### src/rtl/window_issue_sequencer.sv
// Walks convolution window centres over a padded frame and issues them to allocator slots in batches.
// Optional build macro WINDOW_COL_MAJOR_EN selects a column-major scan instead of row-major.
module window_issue_sequencer #(
  parameter int NUM_ALLOC = 220,
  parameter int COORD_W   = 8,
  parameter int PAD_W     = 2,
  parameter int STRIDE_W  = 3,
  parameter int IDX_W     = (NUM_ALLOC > 1) ? $clog2(NUM_ALLOC) : 1,
  parameter int CNT_W     = $clog2(NUM_ALLOC + 1)
) (
  input  logic                clk,
  input  logic                rst,
  input  logic                start,
  input  logic [COORD_W-1:0]  img_w,
  input  logic [COORD_W-1:0]  img_h,
  input  logic [PAD_W-1:0]    padding,
  input  logic [STRIDE_W-1:0] stride_x,
  input  logic [STRIDE_W-1:0] stride_y,
  input  logic                batch_req,
  output logic                issue_valid,
  input  logic                issue_ready,
  output logic [COORD_W-1:0]  center_x,
  output logic [COORD_W-1:0]  center_y,
  output logic [IDX_W-1:0]    alloc_idx,
  output logic                batch_valid,
  output logic [CNT_W-1:0]    batch_count,
  output logic [COORD_W-1:0]  box_x_min,
  output logic [COORD_W-1:0]  box_x_max,
  output logic [COORD_W-1:0]  box_y_min,
  output logic [COORD_W-1:0]  box_y_max,
  output logic                busy,
  output logic                done
);

  localparam int W1 = COORD_W + 1;

  typedef enum logic [1:0] {S_IDLE, S_WAIT, S_ISSUE, S_DONE} state_e;

  state_e               state_q, state_d;
  logic [COORD_W-1:0]   cx_q, cx_d, cy_q, cy_d;
  logic [IDX_W-1:0]     idx_q, idx_d;
  logic [CNT_W-1:0]     cnt_q, cnt_d, bcnt_q, bcnt_d;
  logic [COORD_W-1:0]   xmin_q, xmin_d, xmax_q, xmax_d;
  logic [COORD_W-1:0]   ymin_q, ymin_d, ymax_q, ymax_d;
  logic                 bv_q, bv_d;

  logic [PAD_W-1:0]     pad_q;
  logic [STRIDE_W-1:0]  sx_q, sy_q;
  logic [W1-1:0]        bx_q, by_q;

  logic                 start_acc, degenerate, last_pos;
  logic [W1-1:0]        nx, ny;
  logic [COORD_W-1:0]   pad_c, lo_x, hi_x, lo_y, hi_y, cx_adv, cy_adv;

  assign start_acc  = start && ((state_q == S_IDLE) || (state_q == S_DONE));
  assign degenerate = (img_w == '0) || (img_h == '0) || (stride_x == '0) || (stride_y == '0);

  // Configuration is captured only when a frame is accepted; later input changes are ignored.
  always_ff @(posedge clk) begin
    if (start_acc) begin
      pad_q <= padding;
      sx_q  <= stride_x;
      sy_q  <= stride_y;
      bx_q  <= W1'(img_w) + W1'(padding) - W1'(1);
      by_q  <= W1'(img_h) + W1'(padding) - W1'(1);
    end
  end

  assign pad_c    = COORD_W'(pad_q);
  assign nx       = {1'b0, cx_q} + W1'(sx_q);
  assign ny       = {1'b0, cy_q} + W1'(sy_q);
  assign last_pos = (nx > bx_q) && (ny > by_q);
  assign lo_x     = cx_q - pad_c;
  assign hi_x     = cx_q + pad_c;
  assign lo_y     = cy_q - pad_c;
  assign hi_y     = cy_q + pad_c;

`ifdef WINDOW_COL_MAJOR_EN
  always_comb begin
    cx_adv = cx_q;
    cy_adv = cy_q;
    if (ny <= by_q) begin
      cy_adv = ny[COORD_W-1:0];
    end else begin
      cy_adv = pad_c;
      cx_adv = nx[COORD_W-1:0];
    end
  end
`else
  always_comb begin
    cx_adv = cx_q;
    cy_adv = cy_q;
    if (nx <= bx_q) begin
      cx_adv = nx[COORD_W-1:0];
    end else begin
      cx_adv = pad_c;
      cy_adv = ny[COORD_W-1:0];
    end
  end
`endif

  always_comb begin
    state_d = state_q;
    cx_d    = cx_q;
    cy_d    = cy_q;
    idx_d   = idx_q;
    cnt_d   = cnt_q;
    bcnt_d  = bcnt_q;
    xmin_d  = xmin_q;
    xmax_d  = xmax_q;
    ymin_d  = ymin_q;
    ymax_d  = ymax_q;
    bv_d    = 1'b0;
    case (state_q)
      S_IDLE, S_DONE: begin
        if (start) begin
          if (degenerate) begin
            state_d = S_DONE;
          end else begin
            state_d = S_WAIT;
            cx_d    = COORD_W'(padding);
            cy_d    = COORD_W'(padding);
          end
        end
      end
      S_WAIT: begin
        if (batch_req) begin
          state_d = S_ISSUE;
          idx_d   = '0;
          cnt_d   = '0;
        end
      end
      S_ISSUE: begin
        if (issue_ready) begin
          cnt_d = cnt_q + CNT_W'(1);
          // The first handshake of a batch seeds the box; later ones widen it.
          if (cnt_q == '0) begin
            xmin_d = lo_x;
            xmax_d = hi_x;
            ymin_d = lo_y;
            ymax_d = hi_y;
          end else begin
            if (lo_x < xmin_q) xmin_d = lo_x;
            if (hi_x > xmax_q) xmax_d = hi_x;
            if (lo_y < ymin_q) ymin_d = lo_y;
            if (hi_y > ymax_q) ymax_d = hi_y;
          end
          if (last_pos) begin
            state_d = S_DONE;
            bv_d    = 1'b1;
            bcnt_d  = cnt_q + CNT_W'(1);
          end else begin
            cx_d = cx_adv;
            cy_d = cy_adv;
            if (idx_q == IDX_W'(NUM_ALLOC - 1)) begin
              state_d = S_WAIT;
              bv_d    = 1'b1;
              bcnt_d  = cnt_q + CNT_W'(1);
            end else begin
              idx_d = idx_q + IDX_W'(1);
            end
          end
        end
      end
      default: state_d = S_IDLE;
    endcase
  end

  always_ff @(posedge clk) begin
    if (rst) begin
      state_q <= S_IDLE;
      cx_q    <= '0;
      cy_q    <= '0;
      idx_q   <= '0;
      cnt_q   <= '0;
      bcnt_q  <= '0;
      xmin_q  <= '0;
      xmax_q  <= '0;
      ymin_q  <= '0;
      ymax_q  <= '0;
      bv_q    <= 1'b0;
    end else begin
      state_q <= state_d;
      cx_q    <= cx_d;
      cy_q    <= cy_d;
      idx_q   <= idx_d;
      cnt_q   <= cnt_d;
      bcnt_q  <= bcnt_d;
      xmin_q  <= xmin_d;
      xmax_q  <= xmax_d;
      ymin_q  <= ymin_d;
      ymax_q  <= ymax_d;
      bv_q    <= bv_d;
    end
  end

  assign issue_valid = (state_q == S_ISSUE);
  assign busy        = (state_q == S_WAIT) || (state_q == S_ISSUE);
  assign done        = (state_q == S_DONE);
  assign center_x    = cx_q;
  assign center_y    = cy_q;
  assign alloc_idx   = idx_q;
  assign batch_valid = bv_q;
  assign batch_count = bcnt_q;
  assign box_x_min   = xmin_q;
  assign box_x_max   = xmax_q;
  assign box_y_min   = ymin_q;
  assign box_y_max   = ymax_q;

endmodule
### config.mk
export PLATFORM = sky130hd
export DESIGN_NAME = window_issue_sequencer
export DESIGN_NICKNAME = d
export VERILOG_FILES = /design/src/rtl/window_issue_sequencer.sv
export SDC_FILE = /design/constraint.sdc
export NUM_CORES = 1
export LEC_CHECK = 0
export BUFFER_PORTS_ARGS = -buffer_cell sky130_fd_sc_hd__buf_2
export CAP_MARGIN = 20
export CELL_PAD_IN_SITES_DETAIL_PLACEMENT = 2
export CELL_PAD_IN_SITES_GLOBAL_PLACEMENT = 2
export CORE_UTILIZATION = 36
export DETAILED_ROUTE_END_ITERATION = 7
export PLACE_DENSITY_LB_ADDON = 0.1
export SLEW_MARGIN = 20
export SYNTH_ARGS = -nofsm -noshare
export SYNTH_HDL_FRONTEND = slang
export SYNTH_SLANG_ARGS = --single-unit
### constraint.sdc
create_clock -name clk -period 4.7 [get_ports clk]
set_input_delay 0.705 -clock clk [delete_from_list [all_inputs] [get_ports clk]]
set_output_delay 0.705 -clock clk [all_outputs]
set_load 0.005 [all_outputs]
# Word level (Yosys, flattened, before mapping)
# Index checks and enable logic that the tools add are counted.
# totals
reg_bits	101
input_bits	29
out_inout_bits	68
# op_classes
addsub	12
magnitude_cmp	7
n_eq_ne	12
n_mux	36
bitwise	2
n_reduce_logical	32
# op_table
cell	n
two-way mux 8 bit	23
case mux 8 bit (2 select lines)	4
zero test 8 bit	3
adder 8 x 2 -> 9 bit	2
adder 8 x 3 -> 9 bit	2
greater-than comparator 9 bit	2
AND reduction 3 bit	6
subtractor 9 x 1 -> 9 bit, second input constant	2
adder 8 x 1 -> 8 bit, second input constant	2
adder 8 x 2 -> 8 bit	2
greater-than comparator 8 bit	2
< comparator 8 bit	2
subtractor 8 x 2 -> 8 bit	2
nonzero test 2 bit	7
two-way mux 2 bit	6
!= test 2 bit, second input constant	6
AND reduction 5 bit	2
less-or-equal comparator 9 bit	1
== test 8 bit, second input constant	1
zero test 3 bit	2
case mux 2 bit (3 select lines)	1
AND reduction 6 bit	1
logical OR 1 bit	5
== test 2 bit, second input constant	2
10 further kinds	13

# Depth between registers and ports, before layout
# logic_depth
word_depth	7
depth_mapped	15
ltp_nobuf	14

# Least setup slack after synthesis
# OpenSTA, ideal clock, no wires.
# synth_timing
kind	register to register
start	register cy_q[1], in the netlist center_y[1]
end	register idx_q[4], in the netlist alloc_idx[4]
setup_time_ps	122
t_arrival_ps	3204
setup_slack_ps	1374
stages_incl_launch_ff	16
period_less_slack_ps	3326
path_cell_list	dfxtp_1 > ha_1 > a21o_1 > a21oi_1 > or2_2 > nor2_1 > xor2_1 > ha_1 > nand2_1 > o21ai_0 > a2111o_1 > o211a_2 > buf_6 > a21oi_1 > nor3_1 > a221o_1
# synth_via
elab_chain_cells	5
# synth_lines
element	line	rtl
start: declaration	40	logic [COORD_W-1:0] cx_q, cx_d, cy_q, cy_d;
start signal: assignment	185	cy_q <= cy_d;
adder 8 x 3 -> 9 bit	71	assign ny = {1'b0, cy_q} + W1'(sy_q);
greater-than comparator 9 bit	72	assign last_pos = (nx > bx_q) && (ny > by_q);
logical AND 1 bit	72	
!= test 2 bit (no line)	-	
AND reduction 5 bit (no line)	-	
end signal: assignment	186	idx_q <= idx_d;
end: declaration	41	logic [IDX_W-1:0] idx_q, idx_d;
# Every way passes these cells.
# A chain may end at the register's enable or synchronous reset.

# Worst setup path after layout
# layout_timing
start	register cy_q[1], in the netlist center_y[1]
end	register idx_q[0], in the netlist alloc_idx[0]
# Same word-level chain as after synthesis.

==> flow_metrics.tcl <==
set metrics [dict create \
    grt_antenna_before_repair 0 \
    hp-class "flip-flop to flip-flop" \
    met3_usage_pct 2.208 \
    cp.required_ns 4.96 \
    worst-setup-path-type "flip-flop to flip-flop" \
    peak_supply_drop_mv 0.2011 \
    timing.rr.end "alloc_idx[0]$_SDFFE_PP0P_" \
    vias 5954 \
    avgViaCountPerCell 5.223 \
    first_pass_grt_wire_length_mm 33.81 \
    min-delay-start "box_y_max[4]$_SDFFE_PP0P_" \
    cp_data_arrival_time_ns 4.21 \
    drtAntennaViolNets 0 \
    finalCritPeriodShare_pct 83.92 \
    placementRows 50 \
    area_growth_pct 14.27 \
    cts_max_level 3 \
    synth_largest_type_area_fraction_pct 21.54 \
    post_synth_instance_area_sq_um 6970 \
    power_switching_mw 1.448 \
    share_of_layout_cells_above_drive_strength_1_pct 15.91 \
    post_cts.repair.setup_buffers 0 \
    gr-total-overflow 0 \
    synth_cells 797 \
    numCtsBuffers 9 \
    fmax_ghz 0.2535 \
    grt_max_degree 47 \
    power_per_cell_area_nw_per_um2 440.5 \
    layout.nets 1004 \
    worst_path_max_delay_cell "dfxtp_1" \
    power_frac_comb_pct 45.8 \
    r2r_start "center_y[1]$_SDFFE_PP0P_" \
    ys_warn_count 0 \
    yosys.cell_types.count 65 \
    switching_share_pct 41.26 \
    core_area_sq_um 18830 \
    fin_worst_skew_ns 0.01292 \
    cellLeakagePower_nw 3.709 \
    final_hold_violation_count 0 \
    ys_top_cells_by_area "dfxtp_1 (22%), ha_1 (17%), edfxtp_1 (11%)" \
    die_height_um 141.2 \
    routed_wirelength_mm 20.69 \
    layout.cells.most_common "inv_1" \
    synth-seq-area-share_pct 32.74 \
    fp.dieW_um 141.2 \
    postSynthNetCount 926 \
    grt_setup_unrepaired "no" \
    synth_enable_flop_cells 26 \
    insertedDiodeCount 0 \
    pwr-share-clk_pct 21.3 \
    floorplan.io_pins 97 \
    cp_num_cells 14 \
    gr-usage-met2_pct 38.35 \
    numClockSinks 101 \
    cts_hold_buffers 0 \
    cp_top_family "compound AO/OA/AOI/OAI gates" \
    drv_cap 0 \
    finalSetupViolations 0 \
    timing.critical_path.slowest_cell_delay_ns 0.56 \
    worstHoldEndpoint "box_y_max[4]$_SDFFE_PP0P_" \
    drt_drc_violations_left 0 \
    hpwl_reported_at_the_end_of_detailed_placement_mm 16.43 \
    cts_root_buf "clkbuf_16" \
    ys.flop_type "dfxtp_1" \
    timing.slew.headroom_pct 33.81 \
    crit_path_buffers_inverters 0 \
    final_max_slew_viol_count 0 \
    worst-r2r-cell-count 14 \
    use_met1_pct 27.79 \
    clk-insertion-delay-late_ns 0.36 \
    numPortBuffers 96 \
    track_usage_pct 21.74 \
    finalCriticalPeriod_ns 3.944 \
    outcome "complete, no violations" \
    cts_resized 0 \
    dr_iter_0_viols 147 \
    first_global_vias 6556 \
    p_int_mw 2.061 \
    list_of_cells_traversed_by_the_critical_path "ha_1 -> a21o_1 -> a21oi_1 -> or2_2 -> nor2_1 -> xor2_1 -> ha_1 -> nand2_1 -> o21ai_0 -> a2111o_1 -> o211ai_2 -> o21ai_2 -> nand2_1 -> a311oi_1" \
    final_cell_mix "inv_1 (100), buf_2 (96), ha_1 (92)" \
    initial_utilization_pct 37.02 \
    tns_ns 0 \
    wl_per_cell_um 18.14 \
    crit_path_start_kind "flip-flop" \
    timing.final.ws_setup_ns 0.7557 \
    synth.ff_latch_count 101 \
    synth_top_area_cell "dfxtp_1" \
    drtPass1Iterations 4 \
    max_slew.worst_pin.slew_ns 0.9892 \
    worstSetupEndpointType "flip-flop" \
    synth_area_per_cell_sq_um 8.746 \
    setup.reg_to_reg.worst_slack_ns 0.76 \
    tritoncts_clock_tree "built" \
    dieArea_sq_um 19920 \
    critical_path_peak_fanout 10 \
    globalRoute.busiestLayer "met2" \
    seq_power_share_pct 32.8 \
    gp_congestion 0.8032 \
    synth-async-reset-ratio_pct 0 \
    detailedPlace.worstSlack_ns 0.7947 \
    worst_hold_path.num_cells 2 \
    clkSlewWorstSetupHoldPaths_ns 0.07 \
    cts-root-to-sink-buffers 2 \
]
-- worst min-delay path: cells and delay by family (launching register included) --
family                 cells  cell delay, ns
AOI/OAI and AO/OA          1            0.06
buffers and inverters      1            0.07
DFF                        1            0.31
-- flip-flops by register name, indices dropped and copies added (netlist names), 2 cells and up --
register     flops
box_y_min        8
box_y_max        8
pad_q            2
center_x         8
sy_q             3
batch_count      8
alloc_idx        8
bx_q             9
box_x_min        8
by_q             9
box_x_max        8
state_q          2
sx_q             3
center_y         8
cnt_q            8
-- layer usage --
layer / vias to the layer above / part of all wire (%)
met1: 2939 / 48
met2: 83 / 49
li1: 2916 / -
met5: - / 0
met3: 16 / 2.1
met4: 0 / 1.3
-- power groups by stage --
stage	Sequential (mW)	Clock, mW	Combinational (mW)
4_1_cts	1.16	0.767	1.62
6_report	1.15	0.749	1.61
3_3_place_gp	1.16	0	1.49
5_1_grt	1.17	0.795	1.81
2_1_floorplan	1.15	0	1.10
3_5_place_dp	1.18	0	1.60
-- synthesized netlist by cell type (all sizes together) (13+ instances only) --
| library cell | n |
|---|---|
| a211oi | 27 |
| ha | 92 |
| xor2 | 26 |
| dfxtp | 75 |
| nor2 | 83 |
| edfxtp | 26 |
| nand2 | 47 |
| o21ai | 25 |
| a21o | 20 |
| nand3 | 18 |
| nor3 | 27 |
| xnor2 | 26 |
| mux2i | 13 |
| a21oi | 48 |
| clkbuf | 26 |
| inv | 101 |
-- layout make-up --
cell class	count	area (sq um)
Clock inverter	5	35.03
Multi-Input combinational cell	560	4165
Inverter	101	379.1
Tap cell	260	325.3
Fill cell	2125	10870
Timing Repair Buffer	102	525.5
Clock buffer	11	252.7
Sequential cell	101	2282
-- worst max-delay path by stage --
stage,from,to,slack (ns)
2_1_floorplan,center_y[1]$_SDFFE_PP0P_,alloc_idx[4]$_SDFFE_PP0P_,1.37
3_3_place_gp,center_x[1]$_SDFFE_PP0P_,center_y[5]$_SDFFE_PP0P_,1.05
3_5_place_dp,center_y[1]$_SDFFE_PP0P_,alloc_idx[0]$_SDFFE_PP0P_,0.79
4_1_cts,center_y[1]$_SDFFE_PP0P_,alloc_idx[0]$_SDFFE_PP0P_,0.79
5_1_grt,center_y[1]$_SDFFE_PP0P_,alloc_idx[0]$_SDFFE_PP0P_,0.41
6_report,center_y[1]$_SDFFE_PP0P_,alloc_idx[0]$_SDFFE_PP0P_,0.76
-- through the flow --
| stage | power [mW] | util [%] | instances | hold WS (ns) | cell area [sq um] |
|---|---|---|---|---|---|
| after floorplan | 2.243 | - | 797 | 0.4619 | 6970 |
| after global placement | 2.655 | 40.74 | 1124 | 0.4667 | 7672 |
| after detailed placement | 2.777 | 40.74 | 1124 | 0.4759 | 7672 |
| after CTS | 3.549 | 42.27 | 1140 | 0.4867 | 7960 |
| after global routing | 3.777 | 42.30 | 1140 | 0.5150 | 7965 |
| final | 3.509 | 42.30 | 1140 | 0.4897 | 7965 |
-- logic make-up (layout without fill, tap and decap cells) --
family / after synthesis / in the layout / share of synthesized area (%)
AO/OA/AOI/OAI: 182 / 182 / 18.42
XOR/XNOR: 52 / 52 / 6.534
adder cells (fa/ha/maj): 100 / 100 / 18.81
buffers and inverters: 136 / 219 / 7.575
flip-flops: 101 / 101 / 32.74
multiplexers: 13 / 13 / 1.867
AND/OR/NAND/NOR: 213 / 213 / 14.06
No activity file was read; power rests on OpenSTA's default activity.
